===== src/rtl/if_stage.sv =====
// Instruction-fetch stage: owns the PC, selects the next fetch address from
// sequential/jump/jr/branch/exception/interrupt sources and fills the IF/ID
// pipeline register with stall and flush control.
module if_stage #(
  parameter logic [31:0] RESET_VECTOR = 32'h80000000,
  parameter logic [31:0] IRQ_VECTOR   = 32'h80000004,
  parameter logic [31:0] EXC_VECTOR   = 32'h80000008
) (
  input  logic        clk,
  input  logic        reset,
  output logic [31:0] IF_PC,
  input  logic [31:0] Instruction,
  input  logic        stall,
  input  logic        jump,
  input  logic [31:0] jump_target,
  input  logic        jr,
  input  logic [31:0] jr_target,
  input  logic        branch_taken,
  input  logic [31:0] branch_target,
  input  logic        exception,
  input  logic        irq,
  output logic        irq_ack,
  output logic [31:0] ID_Instruction,
  output logic [31:0] ID_PC,
  output logic [31:0] ID_PC_plus4,
  output logic        ID_valid,
  output logic [31:0] fetch_count
);

  logic [31:0] pc_plus4;
  logic [31:0] next_pc;
  logic        irq_accept;
  logic        redirect;

  // The kernel bit (31) is never touched by the sequential increment.
  assign pc_plus4 = {IF_PC[31], IF_PC[30:0] + 31'd4};

  // Interrupts are masked in kernel mode and lose to a simultaneous exception;
  // gating with reset keeps irq_ack low while the PC is being reloaded.
  assign irq_accept = irq & ~IF_PC[31] & ~exception & ~reset;
  assign irq_ack    = irq_accept;
  assign redirect   = exception | irq_accept | branch_taken | jr | jump;

  // Next-PC selection, highest priority first; any redirect beats stall.
  always_comb begin
    next_pc = pc_plus4;
    if (exception)         next_pc = EXC_VECTOR;
    else if (irq_accept)   next_pc = IRQ_VECTOR;
    else if (branch_taken) next_pc = branch_target;
    else if (jr)           next_pc = jr_target;
    else if (jump)         next_pc = jump_target;
    else if (stall)        next_pc = IF_PC;
  end

  // Program counter register.
  always_ff @(posedge clk) begin
    if (reset) IF_PC <= RESET_VECTOR;
    else       IF_PC <= next_pc;
  end

  // IF/ID register: flush on redirect (no delay slots), hold on stall, else load.
  always_ff @(posedge clk) begin
    if (reset) begin
      ID_Instruction <= 32'h0;
      ID_PC          <= 32'h0;
      ID_PC_plus4    <= 32'h0;
      ID_valid       <= 1'b0;
      fetch_count    <= 32'h0;
    end else if (redirect) begin
      ID_Instruction <= 32'h0;
      ID_PC          <= 32'h0;
      ID_PC_plus4    <= 32'h0;
      ID_valid       <= 1'b0;
    end else if (!stall) begin
      ID_Instruction <= Instruction;
      ID_PC          <= IF_PC;
      ID_PC_plus4    <= pc_plus4;
      ID_valid       <= 1'b1;
      fetch_count    <= fetch_count + 32'd1;
    end
  end

endmodule


===== config.mk =====
export PLATFORM = sky130hd
export DESIGN_NAME = if_stage
export DESIGN_NICKNAME = d
export VERILOG_FILES = /design/src/rtl/if_stage.sv
export SDC_FILE = /design/constraint.sdc
export NUM_CORES = 1
export LEC_CHECK = 0
export CORE_UTILIZATION = 47
export DETAILED_ROUTE_END_ITERATION = 16
export PLACE_DENSITY = 0.86
export SLEW_MARGIN = 20
export SYNTH_ARGS = -nofsm -noshare
export SYNTH_HDL_FRONTEND = slang
export SYNTH_SLANG_ARGS = --single-unit

===== constraint.sdc =====
create_clock -name clk -period 4.65 [get_ports clk]
set_clock_uncertainty 0.15 [all_clocks]
set_input_delay 0.465 -clock clk [delete_from_list [all_inputs] [get_ports clk]]
set_output_delay 0.465 -clock clk [all_outputs]
set_load 0.01 [all_outputs]

# ---- Yosys cells after proc, flatten, opt, wreduce, memory -nomap -nowiden
# Cells that the tools add are included.
dict set report totals {
  inputBits 136
  output_inout_bits 162
  wordCells 37
  reg_bits 161
}
dict set report op_classes {
  n_mux 6
  bitwise_logic 12
  add_sub_neg 2
  eq_ne 3
  n_reduce_logical 5
}
# operator n
set ops {}
lappend ops {{$mux W32} 3}
lappend ops {{$add A32 B1 Y32 const B} 1}
lappend ops {{$add A31 B3 Y31 const B} 1}
lappend ops {{$mux W31} 1}
lappend ops {{$mux W4} 2}
lappend ops {{$ne A6 B1 Y1 const B} 1}
lappend ops {{$ne A5 B1 Y1 const B} 1}
lappend ops {{$not A1 Y1} 5}
lappend ops {{$ne A4 B1 Y1 const B} 1}
lappend ops {{$or A1 B1 Y1} 4}
lappend ops {{$reduce_or A2 Y1} 2}
lappend ops {{$and A1 B1 Y1} 3}
lappend ops {{$reduce_bool A3 Y1} 1}
lappend ops {{$reduce_or A3 Y1} 1}
lappend ops {{$reduce_and A2 Y1} 1}

# ---- Logic depth before layout (Yosys ltp)
dict set report depth {
  depth_word 10
  mapped_depth 8
  depth_no_buf 6
}

# ---- Worst setup path before layout
# Ideal clock, no wire load.
dict set report synth_path {
  kind {register to register}
  start {register IF_PC[8]}
  end {register IF_PC[29]}
  stages_incl_launch_ff 8
  n_path_buf 2
  setup_time_ns 0.120
  path_slack_ns 2.311
  required_ns 4.380
  arrival_time_ns 2.069
  period_less_slack_ns 2.339
  cell_sequence {dfxtp_1 > buf_2 > and4_1 > buf_4 > nand4_4 > or4_4 > a32o_1 > a211o_1}
}
dict set report synth_between {
  elab_chain_len 5
}
# element line
set synth_lines {}
lappend synth_lines {{start, declared} 11} ;# output logic [31:0] IF_PC,
lappend synth_lines {{start signal, assigned} 58} ;# else IF_PC <= next_pc;
lappend synth_lines {{$add A31 B3 Y31} 36} ;# assign pc_plus4 = {IF_PC[31], IF_PC[30:0] + 31'd4};
lappend synth_lines {{$mux W31} 52} ;# else if (stall) next_pc = IF_PC;
lappend synth_lines {{$mux W32} 51} ;# else if (jump) next_pc = jump_target;
lappend synth_lines {{$mux W32} 50} ;# else if (jr) next_pc = jr_target;
lappend synth_lines {{$mux W32} 49} ;# else if (branch_taken) next_pc = branch_target;
# Every way passes these cells. The select of a mux whose other input is x is not followed.
# A chain may end at the register's enable or synchronous reset.

# ---- Worst setup path after layout
dict set report layout_path {
  start {input reset}
  end {output irq_ack}
}
dict set report layout_between {
  elab_chain_len 2
}
# element line
set layout_lines {}
lappend layout_lines {{start, declared} 10} ;# input logic reset,
lappend layout_lines {{$not A1 Y1} 40} ;# assign irq_accept = irq & ~IF_PC[31] & ~exception & ~reset;
lappend layout_lines {{$and A1 B1 Y1} 40}
lappend layout_lines {{end, declared} 22} ;# output logic irq_ack,
# Every way passes these cells.

==> flow_summary.html <==
<table>
<tr><th>Metric</th><th>Value</th></tr>
<tr><th colspan="2">Outcome</th></tr>
<tr><td>Result of the run</td><td>complete, no violations</td></tr>
<tr><th colspan="2">Power</th></tr>
<tr><td>Lkg Pwr</td><td>3.86 nW</td></tr>
<tr><td>Largest vdd supply drop</td><td>279 uV</td></tr>
<tr><td>Total power divided by cell area</td><td>289 nW/um2</td></tr>
<tr><th colspan="2">Detailed routing</th></tr>
<tr><td>Number of DRC violations after detailed-routing iteration 0</td><td>596</td></tr>
<tr><td>Sum of routed wire length over all layers</td><td>25.9 mm</td></tr>
<tr><td>Total number of vias</td><td>7844</td></tr>
<tr><td>Via density per instance</td><td>5.78</td></tr>
<tr><td>Routed wire per std cell</td><td>19.0 um</td></tr>
<tr><td>DRC violations left</td><td>0</td></tr>
<tr><td>Number of iterations in the first detailed-routing pass</td><td>5</td></tr>
<tr><td>Final ANT Viol Nets</td><td>0</td></tr>
<tr><th colspan="2">Timing</th></tr>
<tr><td>Setup violation total in the final timing report</td><td>0</td></tr>
<tr><td>Final-report max-slew violation count</td><td>0</td></tr>
<tr><td>Pin slew with the least headroom to its limit</td><td>1.11 ns</td></tr>
<tr><td>Share of the cycle needed by the critical path after routing</td><td>68.0%</td></tr>
<tr><td>Fin. Hold Viols</td><td>0</td></tr>
<tr><td>Minimum hold slack</td><td>0.309 ns</td></tr>
<tr><td>Worst-case headroom to the max-slew limit</td><td>25.4%</td></tr>
<tr><td>Total negative slack for setup checks</td><td>0 ns</td></tr>
<tr><td>Time the worst path needs with I/O delays and setup</td><td>3.16 ns</td></tr>
<tr><td>Highest clock frequency the design can meet</td><td>316 MHz</td></tr>
<tr><td>RSZ-0062 raised after global routing</td><td>no</td></tr>
<tr><th colspan="2">Synthesis</th></tr>
<tr><td>Most area-consuming cells after synthesis</td><td>dfxtp_1, mux2i_1, nor2_1</td></tr>
<tr><td>Post-synth top cells</td><td>dfxtp_1, nor2_1, mux2i_1</td></tr>
<tr><td>Proportion of netlist area held by the largest area contributor</td><td>42.4%</td></tr>
<tr><td>Cell with the most instances after synthesis</td><td>dfxtp_1</td></tr>
<tr><td>Cell count after synthesis</td><td>883</td></tr>
<tr><td>Average instance area after synthesis</td><td>8.45 um2</td></tr>
<tr><td>Net count of the mapped netlist</td><td>1021</td></tr>
<tr><td>Primary FF master, synth</td><td>dfxtp_1</td></tr>
<tr><td>Synth area leader</td><td>dfxtp_1</td></tr>
<tr><td>Post-synthesis async set-or-reset flop share</td><td>0%</td></tr>
<tr><td>Count of flip-flops with a built-in enable after synthesis</td><td>0</td></tr>
<tr><td>Cell variety after synth</td><td>62</td></tr>
<tr><td>Area of the mapped netlist</td><td>7460 um2</td></tr>
<tr><td>Syn. warnings</td><td>0</td></tr>
<tr><td>Proportion of synthesized chip area in sequential cells</td><td>42.4%</td></tr>
<tr><td>#FFs+latches synth</td><td>158</td></tr>
<tr><th colspan="2">Layout</th></tr>
<tr><td>Area used by sequential logic in the layout</td><td>3160 um2</td></tr>
<tr><td>Share of final-layout standard cells stronger than drive strength 1</td><td>4.88%</td></tr>
<tr><td>Design area</td><td>11100 um2</td></tr>
<tr><td>P&amp;R area growth vs syn</td><td>48.4%</td></tr>
<tr><td>Footprint of the multi-input gates</td><td>3950 um2</td></tr>
<tr><td>Final-layout fill cell count</td><td>1175</td></tr>
<tr><td>Non-Filler Instances</td><td>1358</td></tr>
<tr><td>Total number of nets in the final design</td><td>1274</td></tr>
<tr><td>Inserted Diodes</td><td>0</td></tr>
<tr><th colspan="2">Placed design</th></tr>
<tr><td>Placed Instance Area</td><td>10500 um2</td></tr>
<tr><td>Port Buf Inserts</td><td>297</td></tr>
<tr><td>Count of placed standard cells including taps</td><td>1328</td></tr>
<tr><td>GP Congestion</td><td>0.933</td></tr>
<tr><td>Estimated wirelength of the detail-placed design</td><td>18.5 mm</td></tr>
<tr><th colspan="2">Critical path</th></tr>
<tr><td>Data required time at the worst endpoint</td><td>4.03 ns</td></tr>
<tr><td>Worst path cell trace</td><td>clkdlybuf4s50_1 -&gt; or4b_1 -&gt; inv_1 -&gt; clkdlybuf4s50_1</td></tr>
<tr><td>Stages on the worst setup path</td><td>4</td></tr>
<tr><td>Type of element capturing the critical path</td><td>output port</td></tr>
<tr><td>Worst setup path category</td><td>input port to output port</td></tr>
<tr><td>Critical path buffer and inverter count</td><td>3</td></tr>
<tr><td>Largest incremental delay on the critical path</td><td>0.73 ns</td></tr>
<tr><td>Arrival time of the worst setup path</td><td>2.55 ns</td></tr>
<tr><td>Max FO, Critical Path</td><td>16</td></tr>
<tr><td>Top cell by count, worst path</td><td>clkdlybuf4s50_1</td></tr>
<tr><td>Largest delay share family, worst path</td><td>buffers and inverters</td></tr>
<tr><td>Depth of the worst register-to-register path</td><td>5</td></tr>
<tr><td>Category of the worst setup path launch point</td><td>input port</td></tr>
<tr><td>Library cell contributing the largest single delay on the critical path</td><td>or4b_1</td></tr>
<tr><th colspan="2">Clock tree</th></tr>
<tr><td>Clock latency on the worst-skew pair</td><td>0.42 ns</td></tr>
<tr><td>Number of buffers added for setup after CTS</td><td>0</td></tr>
<tr><td>Number of clock sinks seen by CTS</td><td>158</td></tr>
<tr><td>Clock transition at path regs</td><td>0.06 ns</td></tr>
<tr><td>Root buffer cell</td><td>clkbuf_16</td></tr>
<tr><td>Quantity of gates resized following cts</td><td>0</td></tr>
<tr><td>Number of buffers created by CTS</td><td>17</td></tr>
<tr><td>H-tree depth</td><td>4</td></tr>
<tr><td>Max Buffers Root-to-Sink</td><td>2</td></tr>
<tr><td>Hold-fix buffer count after cts</td><td>0</td></tr>
<tr><td>Clock tree from TritonCTS</td><td>done</td></tr>
<tr><th colspan="2">Floorplanning</th></tr>
<tr><td>Number of ports placed on the die boundary</td><td>298</td></tr>
<tr><td>Die Span X</td><td>128 um</td></tr>
<tr><td>Starting Density</td><td>48.6%</td></tr>
<tr><td>Total core area</td><td>15400 um2</td></tr>
<tr><td>Height of the die</td><td>128 um</td></tr>
<tr><td>Row count</td><td>45</td></tr>
<tr><td>Die ar.</td><td>16400 um2</td></tr>
<tr><th colspan="2">Job</th></tr>
<tr><td>Number of max-cap violations</td><td>0</td></tr>
<tr><th colspan="2">Global routing</th></tr>
<tr><td>Largest net degree at the start of global routing</td><td>79</td></tr>
<tr><td>Number of antenna violations at the first check in global routing</td><td>0</td></tr>
<tr><td>Number of global-route vias before repair</td><td>7527</td></tr>
<tr><td>Global routing usage summed across all routing layers</td><td>30.9%</td></tr>
<tr><td>First-pass GRT wire length</td><td>39.1 mm</td></tr>
<tr><td>Aggregate global routing overflow</td><td>0</td></tr>
<tr><th colspan="2">Worst hold path</th></tr>
<tr><td>Hold Crit Depth</td><td>2</td></tr>
<tr><td>Worst min-delay path class</td><td>flop to flop</td></tr>
</table>
## final cells by class
cell class	count	area share, %
timing repair buffer	309	27.6
multi-input combinational	637	35.6
clock inverter	9	1.23
tap	211	2.38
inverter	13	0.441
clock buffer	21	4.16
sequential	158	28.6
## metal layers
layer,share of wire (%),track usage (%),vias up
li1,-,-,3675
met1,39,37.0,3677
met2,47,51.5,423
met3,9.2,7.85,69
met4,4.1,15.4,0
met5,0,0,-
## cell usage in the layout (no fill, tap or decap), drive strengths merged, types with 12 or more instances in the layout
cell	count
inv	13
nor2	131
or3	19
xnor2	24
clkdlybuf4s50	295
nor3	18
xor2	12
dfxtp	158
a22oi	16
nand3	27
nand2	53
clkbuf	21
nand4	24
buf	14
mux2i	72
o21ai	53
a21oi	57
## report_power, final
| group | total (mW) | internal [mW] | switching (mW) |
|---|---|---|---|
| Sequential | 1.41 | 1.37 | 0.0389 |
| Clock | 1.42 | 0.869 | 0.553 |
| Combinational | 0.373 | 0.206 | 0.168 |
| Total | 3.21 | 2.45 | 0.760 |
## tightest hold or removal path, stage by stage, from the launching register on
cell and delay, ns:
dfxtp_1 0.31, nand2_1 0.06, a21oi_1 0.05
## kinds of logic after synthesis
group | Yosys count | share of synthesized area [%]
buf+inv | 88 | 4.99
xor+xnor | 36 | 4.22
fa+ha+maj | 2 | 0.335
compound gates | 204 | 17.2
flops | 158 | 42.4
mux | 73 | 9.81
simple gates | 322 | 21.1
## worst paths after layout
kind,slack (ns),to,startpoint
worst max-delay path,1.49,irq_ack,reset
worst min-delay path,0.31,ID_PC_plus4[17],ID_PC_plus4[17]
worst max register to register,1.82,IF_PC[29],IF_PC[8]
worst min register to register,0.31,ID_PC_plus4[17],ID_PC_plus4[17]
## sequential cells by signal (all words and copies together), names as in the netlist, named ones only
signal,count
ID_PC_plus4,29
ID_valid,1
IF_PC,30
fetch_count,32
ID_Instruction,32
ID_PC,32
## through the flow
step	utilization, %	total power, mW	setup WS [ns]
3_3_place_gp	68.2	1.80	1.50
2_1_floorplan	-	1.60	2.31
6_report	72.1	3.21	1.49
4_1_cts	72.1	3.21	1.46
3_5_place_dp	68.2	1.81	1.40
5_1_grt	72.1	3.30	1.38
Note: power is estimated with default switching activity, not from simulation.
